`src/rtl/muldiv_unit_if.sv`:
```
// rtl/muldiv_unit_if.sv - request/result bundle between controller and muldiv_unit
interface muldiv_unit_if #(
  parameter int WIDTH   = 8,
  parameter int REGBITS = 3
);
  logic               start;
  logic               op;
  logic [WIDTH-1:0]   a;
  logic [WIDTH-1:0]   b;
  logic [REGBITS-1:0] dest;
  logic               busy;
  logic               done;
  logic [WIDTH-1:0]   hi;
  logic [WIDTH-1:0]   lo;
  logic               regwrite_o;
  logic [REGBITS-1:0] wa_o;
  logic [WIDTH-1:0]   wd_o;

  // controller side: issues requests, consumes results and writeback
  modport master (
    output start, op, a, b, dest,
    input  busy, done, hi, lo, regwrite_o, wa_o, wd_o
  );

  // unit side
  modport slave (
    input  start, op, a, b, dest,
    output busy, done, hi, lo, regwrite_o, wa_o, wd_o
  );
endinterface

```
`src/rtl/muldiv_unit.sv`:
```
// rtl/muldiv_unit.sv - multi-cycle unsigned shift-add multiply / restoring divide with HI/LO and writeback
module muldiv_unit #(
  parameter int WIDTH   = 8,
  parameter int REGBITS = 3
) (
  input  logic         clk,
  input  logic         reset_n,
  muldiv_unit_if.slave bus
);
  localparam int CW = $clog2(WIDTH + 1);

  typedef enum logic [1:0] {IDLE, CALC, WB} state_t;

  state_t               state;
  logic [CW-1:0]        cnt;
  logic                 op_reg;
  logic [WIDTH-1:0]     a_reg;
  logic [WIDTH-1:0]     b_reg;
  logic [REGBITS-1:0]   dest_reg;
  // upper half: partial product / partial remainder; lower half: multiplier / dividend->quotient
  logic [2*WIDTH-1:0]   work;
  logic [2*WIDTH-1:0]   work_next;
  logic [WIDTH:0]       mul_sum;
  logic [WIDTH:0]       div_trial;
  logic [WIDTH:0]       div_diff;

  assign bus.busy = (state != IDLE);

  // one multiply or divide iteration on the shared work register
  always_comb begin
    mul_sum   = {1'b0, work[2*WIDTH-1:WIDTH]} + (work[0] ? {1'b0, a_reg} : '0);
    div_trial = {work[2*WIDTH-1:WIDTH], work[WIDTH-1]};
    div_diff  = div_trial - {1'b0, b_reg};
    work_next = '0;
    if (op_reg) begin
      if (div_diff[WIDTH])
        work_next = {div_trial[WIDTH-1:0], work[WIDTH-2:0], 1'b0};
      else
        work_next = {div_diff[WIDTH-1:0], work[WIDTH-2:0], 1'b1};
    end else begin
      work_next = {mul_sum, work[WIDTH-1:1]};
    end
  end

  // control FSM with registered result and writeback outputs
  always_ff @(posedge clk or negedge reset_n) begin
    if (!reset_n) begin
      state          <= IDLE;
      cnt            <= '0;
      op_reg         <= 1'b0;
      a_reg          <= '0;
      b_reg          <= '0;
      dest_reg       <= '0;
      work           <= '0;
      bus.hi         <= '0;
      bus.lo         <= '0;
      bus.done       <= 1'b0;
      bus.regwrite_o <= 1'b0;
      bus.wa_o       <= '0;
      bus.wd_o       <= '0;
    end else begin
      case (state)
        IDLE: begin
          if (bus.start) begin
            op_reg   <= bus.op;
            a_reg    <= bus.a;
            b_reg    <= bus.b;
            dest_reg <= bus.dest;
            cnt      <= CW'(WIDTH);
            work     <= bus.op ? {{WIDTH{1'b0}}, bus.a} : {{WIDTH{1'b0}}, bus.b};
            if (bus.op && (bus.b == '0)) begin
              // divide by zero skips the iterations and reports all-ones / dividend
              state          <= WB;
              bus.hi         <= bus.a;
              bus.lo         <= '1;
              bus.done       <= 1'b1;
              bus.regwrite_o <= (bus.dest != '0);
              bus.wa_o       <= bus.dest;
              bus.wd_o       <= '1;
            end else begin
              state <= CALC;
            end
          end
        end
        CALC: begin
          work <= work_next;
          cnt  <= cnt - CW'(1);
          if (cnt == CW'(1)) begin
            state          <= WB;
            bus.hi         <= work_next[2*WIDTH-1:WIDTH];
            bus.lo         <= work_next[WIDTH-1:0];
            bus.done       <= 1'b1;
            bus.regwrite_o <= (dest_reg != '0);
            bus.wa_o       <= dest_reg;
            bus.wd_o       <= work_next[WIDTH-1:0];
          end
        end
        WB: begin
          state          <= IDLE;
          bus.done       <= 1'b0;
          bus.regwrite_o <= 1'b0;
          bus.wa_o       <= '0;
          bus.wd_o       <= '0;
        end
        default: state <= IDLE;
      endcase
    end
  end
endmodule

```
`src/flat_wrapper.sv`:
```
// flat-port wrapper written by rule: the top's interface ports become plain ports
module muldiv_unit_flat 
#(
  parameter int WIDTH   = 8,
  parameter int REGBITS = 3
)
  (clk, reset_n, bus_start, bus_op, bus_a, bus_b, bus_dest, bus_busy, bus_done, bus_hi, bus_lo, bus_regwrite_o, bus_wa_o, bus_wd_o);
  muldiv_unit_if #(.WIDTH(WIDTH), .REGBITS(REGBITS)) bus_i ();
  input  logic clk;
  input  logic reset_n;
  input wire logic [$bits(bus_i.start)-1:0] bus_start;
  input wire logic [$bits(bus_i.op)-1:0] bus_op;
  input wire logic [$bits(bus_i.a)-1:0] bus_a;
  input wire logic [$bits(bus_i.b)-1:0] bus_b;
  input wire logic [$bits(bus_i.dest)-1:0] bus_dest;
  output wire logic [$bits(bus_i.busy)-1:0] bus_busy;
  output wire logic [$bits(bus_i.done)-1:0] bus_done;
  output wire logic [$bits(bus_i.hi)-1:0] bus_hi;
  output wire logic [$bits(bus_i.lo)-1:0] bus_lo;
  output wire logic [$bits(bus_i.regwrite_o)-1:0] bus_regwrite_o;
  output wire logic [$bits(bus_i.wa_o)-1:0] bus_wa_o;
  output wire logic [$bits(bus_i.wd_o)-1:0] bus_wd_o;
  assign bus_i.start = bus_start;
  assign bus_i.op = bus_op;
  assign bus_i.a = bus_a;
  assign bus_i.b = bus_b;
  assign bus_i.dest = bus_dest;
  assign bus_busy = bus_i.busy;
  assign bus_done = bus_i.done;
  assign bus_hi = bus_i.hi;
  assign bus_lo = bus_i.lo;
  assign bus_regwrite_o = bus_i.regwrite_o;
  assign bus_wa_o = bus_i.wa_o;
  assign bus_wd_o = bus_i.wd_o;
  muldiv_unit #(.WIDTH(WIDTH), .REGBITS(REGBITS)) u_core (.clk(clk), .reset_n(reset_n), .bus(bus_i));
endmodule
```
`config.mk`:
```
export PLATFORM = sky130hd
export DESIGN_NAME = muldiv_unit_flat
export DESIGN_NICKNAME = d
export VERILOG_FILES = /design/src/rtl/muldiv_unit_if.sv /design/src/rtl/muldiv_unit.sv /design/src/flat_wrapper.sv
export SDC_FILE = /design/constraint.sdc
export NUM_CORES = 1
export LEC_CHECK = 0
export ABC_AREA = 1
export CORE_MARGIN = 5
export CORE_UTILIZATION = 62
export CTS_BUF_LIST = sky130_fd_sc_hd__clkbuf_8
export DETAILED_ROUTE_END_ITERATION = 6
export PLACE_DENSITY = 0.94
export SLEW_MARGIN = 20
export SYNTH_ARGS = -nofsm -noshare
export SYNTH_HDL_FRONTEND = slang
export SYNTH_SLANG_ARGS = --single-unit
```
`constraint.sdc`:
```
create_clock -name clk -period 4.82 [get_ports clk]
set_input_delay 0.482 -clock clk [delete_from_list [all_inputs] [get_ports clk]]
set_output_delay 0.482 -clock clk [all_outputs]
set_load 0.01 [all_outputs]
```
==> results of run 1 <==
[layer usage]
metal,share of wire,GRT usage
met2,0.49,0.478
met5,0,0
met3,0.095,0.0515
met4,0.030,0.116
met1,0.38,0.361
[worst max-delay path, delay by kind of cell, from the launching register on]
family | cells | cell delay, ns
AO/OA/AOI/OAI | 2 | 0.18
flip-flops | 1 | 0.42
adder cells (fa/ha/maj) | 1 | 0.20
AND/OR/NAND/NOR | 3 | 0.84
buffers and inverters | 3 | 0.76
[power by group]
part	internal [uW]	switching, uW	leakage [uW]
sequential	875	244	0.000836
combinational	959	1420	0.00159
clock	202	244	0.0000891
[how the worst max path moves through the flow]
stage	from	depth (start not counted)	to	slack (ns)
floorplan	u_core.work[0]$_DFFE_PN0P_	13	u_core.work[15]$_DFFE_PN0P_	2.81
global placement	bus_start	8	u_core.cnt[2]$_DFFE_PN0P_	2.44
detailed placement	bus_start	8	u_core.cnt[2]$_DFFE_PN0P_	2.38
CTS	u_core.state[1]$_DFFE_PN0P_	9	u_core.cnt[2]$_DFFE_PN0P_	2.40
global route	u_core.state[1]$_DFFE_PN0P_	9	u_core.cnt[2]$_DFFE_PN0P_	2.13
finish	u_core.state[1]$_DFFE_PN0P_	9	u_core.cnt[2]$_DFFE_PN0P_	2.33
[metrics by stage]
stage                     cell area, sq um  std cells  setup WS, ns  power, uW
after floorplan                       4300        538          2.81       2800
after global placement                4820        655          2.44       3340
after detailed placement              4820        655          2.38       3440
after CTS                             5000        671          2.40       3920
after global routing                  5000        671          2.13       4260
final                                 5000        671          2.33       3950
[cells in the final DEF (no fill, tap or decap), types with 8 or more instances in the layout]
cell             instances
nand3_1                 24
clkdlybuf4s50_1         51
a2bb2oi_1                8
or2_2                   11
ha_1                    22
inv_1                   67
nor2_1                  24
nand2_1                148
clkbuf_8                10
o21ai_0                 42
a2bb2oi_2                8
a31oi_1                  9
dfrtp_1                 71
a21oi_1                 27
[cell type report]
| cell class | count | area (sq um) | share of cell area |
|---|---|---|---|
| Timing Repair Buffer | 55 | 538 | 0.108 |
| Tap cell | 80 | 100 | 0.0200 |
| Clock inverter | 6 | 42.5 | 0.00850 |
| Inverter | 78 | 300 | 0.0600 |
| Clock buffer | 10 | 138 | 0.0275 |
| Multi-Input combinational cell | 371 | 2110 | 0.421 |
| Sequential cell | 71 | 1780 | 0.355 |
[logic make-up (layout without fill, tap and decap cells)]
group / count (synthesis) / after routing
compound gates: 109 / 109
xor+xnor: 5 / 5
mux: 1 / 1
fa+ha+maj: 24 / 24
simple gates: 232 / 232
flops: 71 / 71
buf+inv: 96 / 149
==> impl_metrics.toml, run 1 <==
[logic_synthesis]
synth_largest_area_cell = "dfrtp_1"
synth.distinct_cells = 41
synth_simple_gate_area_frac = 0.243
synth_xor_area_frac = 0.0102
synth_top_family_by_area = "simple AND/OR/NAND/NOR gates"
muxShareOfSynthArea = 0.00233
synthAdderAreaFrac = 0.0734
ys_ff_latch = 71
yosysTopAreaCellShare = 0.414
synthArstFlopShare = 1.00
synth_most_common_cell = "nand2_1"
avgSynthCellArea_sq_um = 7.99
ys_top_cells_by_area = "dfrtp_1 (41%), nand2_1 (13%), ha_1 (6.4%), inv_1 (5.9%), o21ai_0 (4.9%)"
synthesis.area_sq_um = 4300
synth-warning-count = 0
seq_area_frac_synth = 0.414
syn_inst = 538
synth-edff-count = 0
syn_nets = 585
synth_top_flop_cell = "dfrtp_1"
synth-compound-area-share = 0.162
synthTopCellsByCount = "nand2_1 (148), dfrtp_1 (71), inv_1 (67)"

[die]
fp.coreArea_sq_um = 6760
initial_core_util = 0.636
dieArea_sq_um = 8690
pin_count = 53
rows = 30
fp.dieH_microns = 93.2
fp.dieW_microns = 93.2

[global_route]
grt_antenna_before_repair = 0
overflow = 0
grt_usage = 0.284
grt_pass1_wl_mm = 19.1
first_global_vias = 3859
grt_max_degree = 56

[cts]
clk_latency_ns = 0.36
cts_tree = "yes"
clk_pin_slew_worst_paths_ns = 0.09
post_cts_buffers = 0
cts_root_buf = "clkbuf_8"
h-tree-depth = 3
numCtsBuffers = 9
cts_resized = 0
cts_sinks = 71
ctsHoldBuffers = 0
clock_path_buffers = 2

[timing]
slew_headroom = 0.432
setup_tns_ns = 0
min_period_over_period = 0.517
finalSetupViolCount = 0
hold_viol = 0
clock_skew_ns = 0.0142
rsz0062_at_grt = "false"
drv_slew = 0
holdWs_ns = 0.0289
fmax_mhz = 402
layout_min_cycle_time_ns = 2.49
worstMarginPinSlew_ns = 0.852

[worst_setup_path]
r2r-end = "u_core.cnt[2]$_DFFE_PN0P_"
slowest_stage = "nand2_1"
rrSetupSlack_ns = 2.33
crit_path_end_kind = "flip-flop"
ff2ff_path_depth = 9
crit_top_cell = "nand2_1"
r2r-start = "u_core.state[1]$_DFFE_PN0P_"
crit_arrival_ns = 2.78
path_cells = "inv_1, ha_1, inv_2, nand2_1, nand2_1, inv_1, nand2_1, o21ai_1, a21oi_1"
critPathRequiredTime_ns = 5.11
path_class = "reg -> reg"
crit_path_max_fanout = 20
start_kind = "flip-flop"
max_stage_delay_ns = 0.45

[finish]
num-fill-cells = 489
finish.utilization = 0.740
largest_register_ffs = 16
nets = 633
final_layout_size_suffix_gt1_frac = 0.105
area_delta_synth_final_pct = 16.4
diodes = 0
largest-register = "u_core.work"

[detailed_routing]
wl_per_cell_microns = 17.5
dr.pass1.iters = 5
remaining_drc_errors = 0
drt_iter0_markers = 485
vias_per_cell = 5.78
drtAntennaViolNets = 0
wirelength_mm = 11.8
num_vias = 3880

[place]
io_buffers = 52
gp_congestion = 0.963
dp_hpwl_mm = 8.57

[pwr]
worst_ir_drop_vdd_uv = 569
leakagePower_uw = 0.00251
p_per_area_nw_per_um2 = 789

[status]
status = "complete, no violations"

[worst_hold_path]
holdCritPathClass = "in -> async"

[flow_run]
max_cap_violations = 0
Note: power is estimated with default switching activity, not from simulation.
==> run 2, diff against run 1 <==
--- a/config.mk
+++ b/config.mk
@@ -7,10 +7,10 @@
 export LEC_CHECK = 0
 export ABC_AREA = 1
 export CORE_MARGIN = 5
-export CORE_UTILIZATION = 62
+export CORE_UTILIZATION = 52
 export CTS_BUF_LIST = sky130_fd_sc_hd__clkbuf_8
 export DETAILED_ROUTE_END_ITERATION = 6
-export PLACE_DENSITY = 0.94
+export PLACE_DENSITY = 0.84
 export SLEW_MARGIN = 20
 export SYNTH_ARGS = -nofsm -noshare
 export SYNTH_HDL_FRONTEND = slang
==> constraint.sdc (replaced) <==
create_clock -name clk -period 2.2 [get_ports clk]
set_input_delay 0.22 -clock clk [delete_from_list [all_inputs] [get_ports clk]]
set_output_delay 0.22 -clock clk [all_outputs]
set_load 0.01 [all_outputs]
==> run 2 against run 1 <==
  * Via count rose by 0.52%
  * Clock power rose by 140%
  * Critical path depth rose by 5
  * Combinational power rose by 140%
  * Largest cell class unchanged
  * Highest routed layer unchanged
==> impl_metrics.toml, run 2 (synthesized netlist as in run 1, its figures left out) <==
[status]
status = "complete, no violations"

[worst_setup_path]
ff2ff_path_depth = 14
r2r-start = "u_core.work[7]$_DFFE_PN0P_"
cp-endpoint = "u_core.bus.lo[0]$_DFFE_PN0P_"
worstSetupStartpoint = "u_core.work[7]$_DFFE_PN0P_"
start_kind = "flip-flop"
crit_path_end_kind = "flip-flop"
path_class = "reg -> reg"
crit_arrival_ns = 2.39
critPathRequiredTime_ns = 2.44
rrSetupSlack_ns = 0.05
r2r-end = "u_core.bus.lo[0]$_DFFE_PN0P_"
crit_path_max_fanout = 10

[pwr]
seqPwrFrac = 0.256
p_sw_uw = 4280
worst_ir_drop_vdd_uv = 1100
clockPowerShare = 0.120
p_sw_frac = 0.469
leakagePower_uw = 0.00260
p_per_area_nw_per_um2 = 1730
internal_power_uw = 4860
combPwrFrac = 0.624

[detailed_routing]
vias_per_cell = 5.48
drtAntennaViolNets = 0
dr.pass1.iters = 5
wl_per_cell_microns = 15.7
drt_iter0_markers = 280
num_vias = 3900
remaining_drc_errors = 0
wirelength_mm = 11.2

[timing]
rsz0062_at_grt = "true"
min_period_over_period = 0.975
fmax_mhz = 466
clock_skew_ns = 0.00996
layout_min_cycle_time_ns = 2.15
hold_viol = 0
drv_slew = 0
layout_setup_ws_ns = 0.0540
finalSetupViolCount = 0
worstMarginPinSlew_ns = 0.512
slew_headroom = 0.659

[place]
dp_cells = 689
io_buffers = 52
post-place-ws_ns = -0.0261
gp_congestion = 0.940
dp_hpwl_mm = 8.02

[die]
dieArea_sq_um = 10200
fp.coreArea_sq_um = 8130
fp.dieW_microns = 101
rows = 33
initial_core_util = 0.528
fp.dieH_microns = 101
pin_count = 53

[finish]
diodes = 0
num-fill-cells = 653
largest_register_ffs = 16
layout.cells.non_filler = 712
final_cell_mix = "nand2_1 (142), dfrtp_1 (70), inv_1 (65)"
nets = 649
largest-register = "u_core.work"
final_common_cell = "nand2_1"
final_layout_size_suffix_gt1_frac = 0.161
area_delta_synth_final_pct = 23.0

[cts]
h-tree-depth = 3
cts_root_buf = "clkbuf_8"
clock_path_buffers = 2
clk_latency_ns = 0.36
clk_pin_slew_worst_paths_ns = 0.08
numCtsBuffers = 9
cts_tree = "yes"
cts_sinks = 71

[global_route]
overflow = 0
grt_antenna_before_repair = 0
grt_usage = 0.224
grt_max_degree = 72
first_global_vias = 3808
grt_pass1_wl_mm = 18.0

[flow_run]
max_cap_violations = 0

[worst_hold_path]
holdCritPathClass = "in -> async"
==> run 2: cell types whose count changed in the layout (fill, tap and decap cells not counted), sizes merged <==
cell,change
dlygate4sd3,+1
clkbuf,-1
bufinv,+1
clkinv,+1
clkinvlp,-1
buf,+15
==> run 2: critical path, cell delays in order, from the launching register on <==
cell and delay, ns:
dfrtp_1 0.40, inv_2 0.07, ha_2 0.16, inv_2 0.05, fa_2 0.37, nand2_2 0.10, nand2_4 0.07, nand3_4 0.08
nand2_2 0.08, nand2_4 0.14, nand2_8 0.09, nand2_1 0.12, o21ai_2 0.07, o22ai_1 0.16, inv_1 0.07
==> run 2: layout make-up <==
type / count / area, sq um / area share
clock buffers: 9 / 124 / 0.0234
inverters: 78 / 300 / 0.0568
clock inverters: 7 / 81.3 / 0.0154
flip-flops and latches: 71 / 1780 / 0.336
well taps: 105 / 131 / 0.0249
repair buffers: 71 / 677 / 0.128
multi-input cells: 371 / 2190 / 0.415
==> run 2: per-layer routing <==
layer | GRT usage | vias up | share of wire
met2 | 0.378 | 178 | 0.49
met3 | 0.0457 | 38 | 0.070
li1 | - | 1859 | -
met5 | 0 | - | 0
met4 | 0.0930 | 0 | 0.037
met1 | 0.279 | 1825 | 0.40
==> run 2: repair_timing <==
action	4_1_cts	5_1_grt
resized for setup	3	26
pin swaps	3	5
endpoints found under the hold margin	71	0
hold buffers	1	0
setup buffers	1	5
endpoints found under the setup margin	12	19
==> run 2: how the worst min path moves through the flow <==
stage / slack (ns) / from / to
after detailed placement: 0.28 / reset_n / u_core.work[14]$_DFFE_PN0P_
after floorplan: -0.08 / reset_n / u_core.a_reg[0]$_DFFE_PN0P_
after CTS: 0.44 / reset_n / u_core.bus.hi[3]$_DFFE_PN0P_
after global placement: 0.28 / reset_n / u_core.work[14]$_DFFE_PN0P_
final: 0.40 / reset_n / u_core.b_reg[6]$_DFFE_PN0P_
after global routing: 0.45 / reset_n / u_core.b_reg[6]$_DFFE_PN0P_
==> run 2: through the flow <==
step	hold WS, ns	power [uW]	instance area [sq um]	utilization	TNS, ns
after global placement	0.278	7420	4930	0.607	0
after CTS	0.439	8770	5160	0.634	0
final	0.400	9140	5290	0.650	0
after detailed placement	0.280	7580	4930	0.607	-0.0471
after global routing	0.452	9860	5290	0.650	-0.878
after floorplan	-0.0756	6130	4300	-	0
==> run 2: power groups by stage <==
stage          logic (uW)  clock network [uW]  registers (uW)
2_1_floorplan        3780                   0            2350
3_3_place_gp         5100                   0            2330
3_5_place_dp         5250                   0            2340
4_1_cts              5340                1100            2330
5_1_grt              6280                1160            2410
6_report             5710                1090            2340
==> run 3, diff against run 2 <==
--- a/config.mk
+++ b/config.mk
@@ -6,6 +6,7 @@
 export NUM_CORES = 1
 export LEC_CHECK = 0
 export ABC_AREA = 1
+export CORE_ASPECT_RATIO = 1.4
 export CORE_MARGIN = 5
 export CORE_UTILIZATION = 52
 export CTS_BUF_LIST = sky130_fd_sc_hd__clkbuf_8
==> run 3 against run 2 <==
  * Register-to-register slack improved by 0.03 ns
  * Utilization fell by 0.53 points
  * Non-clock buffer count fell by 4
  * Critical path depth rose by 1
  * Via count fell by 0.38%
  * Sequential power barely moved
  * Die area rose by 0.25%
  * Worst setup slack improved by 0.032 ns
  * Global-route usage rose by 0.91 points
  * Wire length rose by 2.6%
==> impl_metrics.toml, run 3 (synthesized netlist as in run 1, its figures left out) <==
[place]
dp_cells = 687
gp_congestion = 0.953
io_buffers = 52
dp_hpwl_mm = 8.68
dpl_cell_area_sq_um = 4940

[detailed_routing]
drtAntennaViolNets = 0
wirelength_mm = 11.5
drt_iter0_markers = 288
wl_per_cell_microns = 16.3
num_vias = 3885
vias_per_cell = 5.51
remaining_drc_errors = 0
dr.pass1.iters = 5

[cts]
clk_pin_slew_worst_paths_ns = 0.08
clk_latency_ns = 0.36
h-tree-depth = 3
cts_tree = "yes"
numCtsBuffers = 9
cts_sinks = 71
cts_root_buf = "clkbuf_8"
clock_path_buffers = 2

[worst_setup_path]
path_class = "reg -> reg"
crit_family = "simple AND/OR/NAND/NOR gates"
max_stage_delay_ns = 0.39
path_cells = "inv_2, ha_1, inv_1, fa_2, nand2_2, nand2_4, nand3_4, nand2_2, nand2_4, nand2_8, inv_2, nand2_1, nand3_1, nand3_2, a21boi_1"
crit_path_max_fanout = 10
slowest_stage = "dfrtp_1"
ff2ff_path_depth = 15
crit_path_end_kind = "flip-flop"
critPathRequiredTime_ns = 2.48
crit_cells = 15
start_kind = "flip-flop"
rrSetupSlack_ns = 0.09
crit_arrival_ns = 2.39
crit_buf_inv = 3

[finish]
layout.cells.non_filler = 705
area_delta_synth_final_pct = 21.5
diodes = 0
largest-register = "u_core.work"
largest_register_ffs = 16
final_cell_mix = "nand2_1 (145), dfrtp_1 (71), inv_1 (66)"
final_area_sq_um = 5220
nets = 645
final_common_cell = "nand2_1"
final_layout_size_suffix_gt1_frac = 0.138

[timing]
drv_slew = 0
min_period_over_period = 0.961
holdWs_ns = 0.397
slew_headroom = 0.692
worstMarginPinSlew_ns = 0.461
fmax_mhz = 473
hold_viol = 0
finalSetupViolCount = 0
clock_skew_ns = 0.00632
layout_min_cycle_time_ns = 2.11

[status]
status = "complete, no violations"

[pwr]
combPwrFrac = 0.614
p_per_area_nw_per_um2 = 1750
p_sw_uw = 4240
worst_ir_drop_vdd_uv = 1190
clockPowerShare = 0.129
internal_power_uw = 4880
p_sw_frac = 0.465
leakagePower_uw = 0.00260
seqPwrFrac = 0.257

[global_route]
overflow = 0
grt_usage = 0.233
first_global_vias = 3981
grt_antenna_before_repair = 0
grt_pass1_wl_mm = 18.8
grt_max_degree = 72

[flow_run]
max_cap_violations = 0

[worst_hold_path]
holdCritPathClass = "in -> async"

[die]
initial_core_util = 0.530
pin_count = 53
fp.dieH_microns = 118
fp.dieW_microns = 86.8
rows = 39
dieArea_sq_um = 10200
fp.coreArea_sq_um = 8100
run 3: path summary, 6_finish.rpt:
path / start / to
max: u_core.work[7]$_DFFE_PN0P_ / u_core.bus.hi[1]$_DFFE_PN0P_
min: reset_n / u_core.work[14]$_DFFE_PN0P_
max reg2reg: u_core.work[7]$_DFFE_PN0P_ / u_core.bus.hi[1]$_DFFE_PN0P_
min reg2reg: u_core.a_reg[3]$_DFFE_PN0P_ / u_core.a_reg[3]$_DFFE_PN0P_
max in group asynchronous: reset_n / u_core.state[1]$_DFFE_PN0P_
min in group clk: bus_dest[0] / u_core.dest_reg[0]$_DFFE_PN0P_
run 3: routing by layer:
| metal | GRT usage | part of all wire | routed length (microns) | vias up |
|---|---|---|---|---|
| li1 | - | - | - | 1852 |
| met1 | 0.257 | 0.36 | 4110 | 1823 |
| met2 | 0.400 | 0.53 | 6100 | 162 |
| met3 | 0.0518 | 0.056 | 642 | 48 |
| met4 | 0.135 | 0.053 | 607 | 0 |
| met5 | 0 | 0 | 0 | - |
run 3: metrics by stage:
| stage | util | setup WS [ns] | total power, uW | setup TNS, ns |
|---|---|---|---|---|
| floorplan | - | 0.186 | 6130 | 0 |
| global placement | 0.610 | 0.0897 | 7520 | 0 |
| detailed placement | 0.610 | 0.00952 | 7710 | 0 |
| CTS | 0.638 | -0.00180 | 8920 | -0.00180 |
| global route | 0.645 | -0.108 | 9850 | -0.766 |
| finish | 0.645 | 0.0857 | 9120 | 0 |
run 3: worst min-delay path, stage by stage:
cell and delay (ns):
dlygate4sd3_1 0.52, buf_2 0.12, buf_12 0.31
run 3: power by group through the flow:
stage / Clock [uW] / Combinational (uW) / Sequential, uW
after detailed placement: 0 / 5360 / 2350
after CTS: 1170 / 5410 / 2340
final: 1180 / 5600 / 2350
after floorplan: 0 / 3780 / 2350
after global routing: 1240 / 6200 / 2420
after global placement: 0 / 5190 / 2330
run 3: layout make-up:
| class | instances | area [sq um] |
|---|---|---|
| Inverter | 78 | 300 |
| Sequential cell | 71 | 1780 |
| Clock buffer | 10 | 138 |
| Clock inverter | 6 | 83.8 |
| Tap cell | 102 | 128 |
| Timing Repair Buffer | 67 | 643 |
| Fill cell | 687 | 2880 |
| Multi-Input combinational cell | 371 | 2150 |
run 3: timing repair:
action / CTS / global route
hold endpoints to repair: 71 / 0
pin swaps: 1 / 4
endpoints found under the setup margin: 1 / 27
buffers inserted: 0 / 1
hold buffers: 1 / 0
resized for setup: 0 / 18
